==> config.mk <==
export PLATFORM = sky130hd
export DESIGN_NAME = fp_ack_parser
export DESIGN_NICKNAME = d
export VERILOG_FILES = /design/src/rtl/fp_ack_parser.sv
export SDC_FILE = /design/constraint.sdc
export NUM_CORES = 1
export LEC_CHECK = 0
export CAP_MARGIN = 40
export CORE_MARGIN = 1.5
export CORE_UTILIZATION = 37
export CTS_CLUSTER_SIZE = 12
export DETAILED_ROUTE_END_ITERATION = 10
export GPL_TIMING_DRIVEN = 0
export HOLD_SLACK_MARGIN = 0.15
export SLEW_MARGIN = 15
export SYNTH_ARGS = -nofsm -noshare
export SYNTH_HDL_FRONTEND = slang
export SYNTH_SLANG_ARGS = --single-unit
==> constraint.sdc <==
create_clock -name fp_clk -period 3.3 [get_ports fp_clk]
set_input_delay 0.66 -clock fp_clk [delete_from_list [all_inputs] [get_ports fp_clk]]
set_output_delay 0.66 -clock fp_clk [all_outputs]
set_load 0.02 [all_outputs]
==> src/rtl/fp_ack_parser.sv <==
// fp_ack_parser: validates fingerprint-module acknowledge packets and extracts code, page ID and score.
// Ports: fp_clk, reset_n (async, active-low); fp_rx_byte/fp_rx_ready byte stream in; clear (sync abort);
// ack_valid/pkt_error one-cycle verdict pulses; ack_code, page_id, match_score fields of the last good packet;
// fp_verified match level; err_cause last rejection reason (1 ADDR, 2 PID, 3 LEN, 4 SUM, 5 TIMEOUT).
// Macro FP_ACK_SCORE_CHECK_EN: when defined, a verified match also needs match_score >= MIN_SCORE.
module fp_ack_parser #(
  parameter logic [31:0] DEV_ADDR       = 32'hFFFF_FFFF,
  parameter int          MAX_LEN        = 16,
  parameter logic [15:0] MIN_SCORE      = 16'd50,
  parameter int          TIMEOUT_CYCLES = 100000
) (
  input  logic        fp_clk,
  input  logic        reset_n,
  input  logic [7:0]  fp_rx_byte,
  input  logic        fp_rx_ready,
  input  logic        clear,
  output logic        ack_valid,
  output logic [7:0]  ack_code,
  output logic [15:0] page_id,
  output logic [15:0] match_score,
  output logic        fp_verified,
  output logic        pkt_error,
  output logic [2:0]  err_cause
);
  typedef enum logic [3:0] {
    S_HDR0, S_HDR1, S_ADDR, S_PID, S_LEN_H, S_LEN_L, S_DATA, S_SUM_H, S_SUM_L
  } state_t;
  state_t      state, state_nx;
  logic [15:0] idx;
  logic [15:0] len;
  logic [15:0] sum;
  logic [7:0]  sum_h;
  logic [31:0] idle;
  logic [7:0]  sh_code;
  logic [15:0] sh_page;
  logic [15:0] sh_score;
  logic [2:0]  err_nx;
  logic        acc;
  logic        timeout;
  logic        match;
  logic [7:0]  dev_b;
  logic [15:0] len_word;
  assign dev_b = idx[1:0] == 2'd0 ? DEV_ADDR[31:24] :
                 idx[1:0] == 2'd1 ? DEV_ADDR[23:16] :
                 idx[1:0] == 2'd2 ? DEV_ADDR[15:8]  : DEV_ADDR[7:0];
  assign len_word = {len[15:8], fp_rx_byte};
  // idle holds the number of silent cycles already seen; this cycle would make it TIMEOUT_CYCLES
  assign timeout = state != S_HDR0 && !fp_rx_ready && idle == 32'(TIMEOUT_CYCLES - 1);
`ifdef FP_ACK_SCORE_CHECK_EN
  assign match = sh_code == 8'h00 && sh_score >= MIN_SCORE;
`else
  assign match = sh_code == 8'h00;
  logic unused_min_score;
  assign unused_min_score = ^MIN_SCORE;
`endif
  always_comb begin
    state_nx = state;
    err_nx   = 3'd0;
    acc      = 1'b0;
    if (clear) begin
      state_nx = S_HDR0;
    end else if (fp_rx_ready) begin
      case (state)
        S_HDR0:  state_nx = fp_rx_byte == 8'hEF ? S_HDR1 : S_HDR0;
        S_HDR1:  state_nx = fp_rx_byte == 8'h01 ? S_ADDR : fp_rx_byte == 8'hEF ? S_HDR1 : S_HDR0;
        S_ADDR: begin
          err_nx   = fp_rx_byte != dev_b ? 3'd1 : 3'd0;
          state_nx = fp_rx_byte != dev_b ? S_HDR0 : idx[1:0] == 2'd3 ? S_PID : S_ADDR;
        end
        S_PID: begin
          err_nx   = fp_rx_byte != 8'h07 ? 3'd2 : 3'd0;
          state_nx = fp_rx_byte != 8'h07 ? S_HDR0 : S_LEN_H;
        end
        S_LEN_H: state_nx = S_LEN_L;
        S_LEN_L: begin
          err_nx   = len_word < 16'd3 || len_word > 16'(MAX_LEN) ? 3'd3 : 3'd0;
          state_nx = err_nx != 3'd0 ? S_HDR0 : S_DATA;
        end
        // DATA carries LEN-2 bytes, so the last one has index LEN-3
        S_DATA:  state_nx = idx == len - 16'd3 ? S_SUM_H : S_DATA;
        S_SUM_H: state_nx = S_SUM_L;
        S_SUM_L: begin
          acc      = {sum_h, fp_rx_byte} == sum;
          err_nx   = acc ? 3'd0 : 3'd4;
          state_nx = S_HDR0;
        end
        default: state_nx = S_HDR0;
      endcase
    end else if (timeout) begin
      err_nx   = 3'd5;
      state_nx = S_HDR0;
    end
  end
  always_ff @(posedge fp_clk or negedge reset_n) begin
    if (!reset_n) state <= S_HDR0;
    else          state <= state_nx;
  end
  always_ff @(posedge fp_clk or negedge reset_n) begin
    if (!reset_n) begin
      idx      <= '0;
      len      <= '0;
      sum      <= '0;
      sum_h    <= '0;
      idle     <= '0;
      sh_code  <= '0;
      sh_page  <= '0;
      sh_score <= '0;
    end else begin
      idle <= (clear || fp_rx_ready || timeout || state == S_HDR0) ? 32'd0 : idle + 32'd1;
      if (clear) begin
        idx <= '0;
      end else if (fp_rx_ready) begin
        idx <= (state == S_ADDR || state == S_DATA) ? idx + 16'd1 : 16'd0;
        case (state)
          S_PID:   sum <= {8'h00, fp_rx_byte};
          S_LEN_H: begin
            sum        <= sum + {8'h00, fp_rx_byte};
            len[15:8]  <= fp_rx_byte;
          end
          S_LEN_L: begin
            sum      <= sum + {8'h00, fp_rx_byte};
            len[7:0] <= fp_rx_byte;
            sh_code  <= '0;
            sh_page  <= '0;
            sh_score <= '0;
          end
          S_DATA: begin
            sum <= sum + {8'h00, fp_rx_byte};
            if (idx == 16'd0) sh_code        <= fp_rx_byte;
            if (idx == 16'd1) sh_page[15:8]  <= fp_rx_byte;
            if (idx == 16'd2) sh_page[7:0]   <= fp_rx_byte;
            if (idx == 16'd3) sh_score[15:8] <= fp_rx_byte;
            if (idx == 16'd4) sh_score[7:0]  <= fp_rx_byte;
          end
          S_SUM_H: sum_h <= fp_rx_byte;
          default: ;
        endcase
      end
    end
  end
  always_ff @(posedge fp_clk or negedge reset_n) begin
    if (!reset_n) begin
      ack_valid   <= 1'b0;
      pkt_error   <= 1'b0;
      ack_code    <= '0;
      page_id     <= '0;
      match_score <= '0;
      fp_verified <= 1'b0;
      err_cause   <= '0;
    end else begin
      ack_valid <= acc;
      pkt_error <= err_nx != 3'd0;
      if (err_nx != 3'd0) err_cause <= err_nx;
      if (acc) begin
        ack_code    <= sh_code;
        page_id     <= sh_page;
        match_score <= sh_score;
        fp_verified <= match;
      end else if (clear) begin
        fp_verified <= 1'b0;
      end
    end
  end
endmodule

==> summary.md, run 1 <==
| Metric | Value |
|---|---|
| Hold WC Path Type | `reg -> reg` |
| RSZ-0062 raised after global routing | `no` |
| Synth Warn # | `0` |
| Die Y | `between 150 and 200 um` |
| Antenna Cells | `0` |
| Number of synthesized flops with an enable pin | `0` |
| Avg Cell Area, Syn | `10.92 um^2` |
| Post-layout util | `0.4493` |
| Number of setup buffers added after CTS | `0` |
| Most frequent cells in the layout | `dfrtp_1 (178), mux2_2 (100), nor2_1 (65)` |
| Sequential Power Share | `0.433` |
| Final Hold Viols | `0` |
| Synth unique cells | `64` |
| Cell Count, Final, Fillers Out | `1217` |
| Drt wl/cell | `17.08 um` |
| I/O pin count | `58` |
| Initial Util | `0.3765` |
| CTS tree | `yes` |
| Pwr dens | `529.8 mW/mm^2` |
| Maximum VDD drop | `roughly 0.4 mV` |
| Synth top area share | `0.5055` |
| Pre-CTS setup slack | `-793.4 ps` |
| Crit-path cells | `clkdlybuf4s50_1, ha_1, nor4_4, nand4_1, or4_1, nor2_2, clkbuf_4, mux2_2` |
| Crit start category | `primary input` |
| Die Area | `roughly 0.025 mm^2` |
| CP delay by family, top | `simple AND/OR/NAND/NOR gates` |
| Core area | `0.02340 mm^2` |
| Die width | `157.3 um` |
| Largest net degree at the start of global routing | `89` |
| Max Transition Viols Final | `0` |
| Netlist Area Pre-Place | `0.008811 mm^2` |
| NetSw | `1.578 mW` |
| Root buf cell | `clkbuf_16` |
| Port bufs | `55` |
| # DRC | `0` |
| Comb power frac | `0.165` |
| Yosys reg bits | `178` |
| Share of layout cells above drive strength 1 | `0.1837` |
| Max stage delay cell, worst path | `or4_1` |
| Post-DR vias/cell | `5.276` |
| Pleak | `4.652 nW` |
| Commonest non-fill, non-tap cell in the layout | `dfrtp_1` |
| Setup_tns | `0 ps` |
| Longest Clk Path Bufs | `2` |
| Vias in the first global route | `6317` |
| First-pass GRT wire length | `between 30 and 40 mm` |
| Initial antenna violation count | `0` |
| Max Clock Skew | `11.22 ps` |
| Worst Path Arrival | `3460 ps` |
| Tcrit/Tclk final | `0.9523` |
| Internal Pwr Total | `3.991 mW` |
| Slew HR | `0.3927` |
| Final Setup Violations | `0` |
| Design Area, Final | `between 0.01 and 0.015 mm^2` |
| Final antenna-violating net count | `0` |
| Detailed Routing Iterations Pass 1 | `5` |
| CTS Buf Count | `17` |
| Placed Instance Area | `0.009834 mm^2` |
| Critical path buffer and inverter count | `2` |
| Final WS setup | `157.5 ps` |
| Critical path capture point type | `flop` |
| Site row count | `56` |
| Clock transition at path regs | `approximately 70 ps` |
| Total of max-cap violations | `0` |
| Max Clock Freq | `0.3182 GHz` |
| Minimum clock period | `between 3000 and 4000 ps` |
| Post-Route WL | `20.79 mm` |
| Final-stage net count | `roughly 900` |
| H-tree levels | `4` |
| Clk_lat worst skew | `430 ps` |
| RePlAce Congestion | `just over 0.8` |
| Outcome | `complete, no violations` |
| Worst-Margin Slew | `roughly 900 ps` |
| CP required | `3610 ps` |
| HPWL after detailed placement | `14.55 mm` |
| Clk pwr share | `0.402` |
| Layout area overhead | `19.33%` |
| Dominant cells by area after synthesis | `dfrtp_1 (51%), mux2_2 (13%), xor2_1 (4.2%)` |
| Synth Net Count | `roughly 830` |
| Total Routing Usage GR | `0.1789` |
| Via count | `6421` |
| Post-synthesis sequential area ratio | `0.5055` |
| Iteration-0 DRC Markers | `419` |
| Crit Path Max Fanout | `10` |
| Switching Fraction | `0.2834` |
| Kind of critical path | `in -> reg` |
| Dominant synthesized flop cell | `dfrtp_1` |
| Clock sink total | `between 150 and 200` |
| Post-Place Cells | `1184` |
| Syn Inst Count | `807` |
| Final global-route overflow total | `0` |
| Post-synthesis async set-or-reset flop share | `1.000` |
| Dominant cell type by area after synthesis | `dfrtp_1` |
| Max incr delay on CP | `610 ps` |
area by class of cell:
cell class              count  area (um^2)
fillers                  2200        12890
flip-flops and latches    178         4454
multi-input cells         576         4173
repair buffers             59        623.1
clock buffers              17        425.4
well taps                 319        399.1
clock inverters            15        221.5
plain buffers              37        157.7
inverters                  16        60.06
synthesized netlist by cell type, types with 3 or more instances:
cell type / count
nand4_1: 24
nor3b_1: 3
ha_1: 14
nor2_1: 66
inv_1: 15
a21oi_1: 20
nand2b_1: 3
mux2i_1: 5
dfrtp_1: 178
and2_1: 14
mux2_2: 100
clkbuf_1: 29
o21ai_0: 38
a21oi_2: 4
or4_1: 6
and4_1: 6
o31ai_1: 7
a211oi_1: 3
xor2_1: 42
a21o_1: 4
o41ai_1: 4
and3_1: 12
or2_2: 4
a31oi_1: 7
buf_2: 6
or3_1: 6
a22oi_1: 3
nor2b_1: 3
xnor2_1: 28
nand3_1: 26
nor4_1: 19
nor3_1: 18
nand2_1: 51
state kept, by name, summed over array words and instances (netlist names):
name,cells
pkt_error,1
match_score,16
err_cause,3
ack_code,8
fp_verified,1
sum,16
sh_score,16
sh_code,8
sh_page,16
idx,16
sum_h,8
idle,32
page_id,16
state,4
len,16
ack_valid,1
final timing paths:
kind	slack (ps)	start	endpoint	cells past startpoint
min	490	idle[0]	idle[0]	1
min in group asynchronous	620	reset_n	idle[13]	2
max reg2reg	460	sum[2]	page_id[15]	7
min reg2reg	490	idle[0]	idle[0]	1
max	160	fp_rx_byte[2]	page_id[15]	8
max in group asynchronous	1630	reset_n	len[14]	4
through the flow:
stage	total power, mW	hold WS, ps
2_1_floorplan	3.089	364.4
3_3_place_gp	3.323	472.9
3_5_place_dp	3.347	479.4
4_1_cts	5.590	494.3
5_1_grt	5.841	518.8
6_report	5.570	486.8
what timing repair did:
action                     4_1_cts  5_1_grt
hold buffers                     1        0
hold endpoints to repair        12        0
setup endpoints to repair       40       40
gates resized for setup          5        8
cell families (layout without fill, tap and decap cells):
group | after synthesis | count (layout) | synth area share
AND/OR/NAND/NOR | 272 | 272 | 0.1615
flip-flops | 178 | 178 | 0.5055
AO/OA/AOI/OAI | 112 | 112 | 0.08165
multiplexers | 107 | 107 | 0.1360
XOR/XNOR | 70 | 70 | 0.06958
buffers and inverters | 53 | 144 | 0.02357
adder cells (fa/ha/maj) | 15 | 15 | 0.02215
routing by layer:
metal	global-route usage	part of all wire	wire length, um	up-vias
met2	0.2568	0.43	8976	155
met3	0.03552	0.043	892	23
met4	0.04717	0.014	283	0
met5	0	0	0	-
li1	-	-	-	3053
met1	0.2724	0.51	10640	3190
power by group through the flow:
stage          Combinational (mW)  Clock [mW]  Sequential [mW]
2_1_floorplan               0.668           0             2.42
3_3_place_gp                0.875           0             2.45
3_5_place_dp                0.898           0             2.45
4_1_cts                     0.908        2.28             2.41
5_1_grt                      1.04        2.38             2.42
6_report                    0.919        2.24             2.41
No activity file was read; power rests on OpenSTA's default activity.
==> run 2: changes to the inputs <==
ABC_CLOCK_PERIOD_IN_PS = 3300   (was default)
TNS_END_PERCENT = 20   (was default)
==> results of run 2 <==
Same layout as run 1: the final DEF is identical, and so are final timing and power.
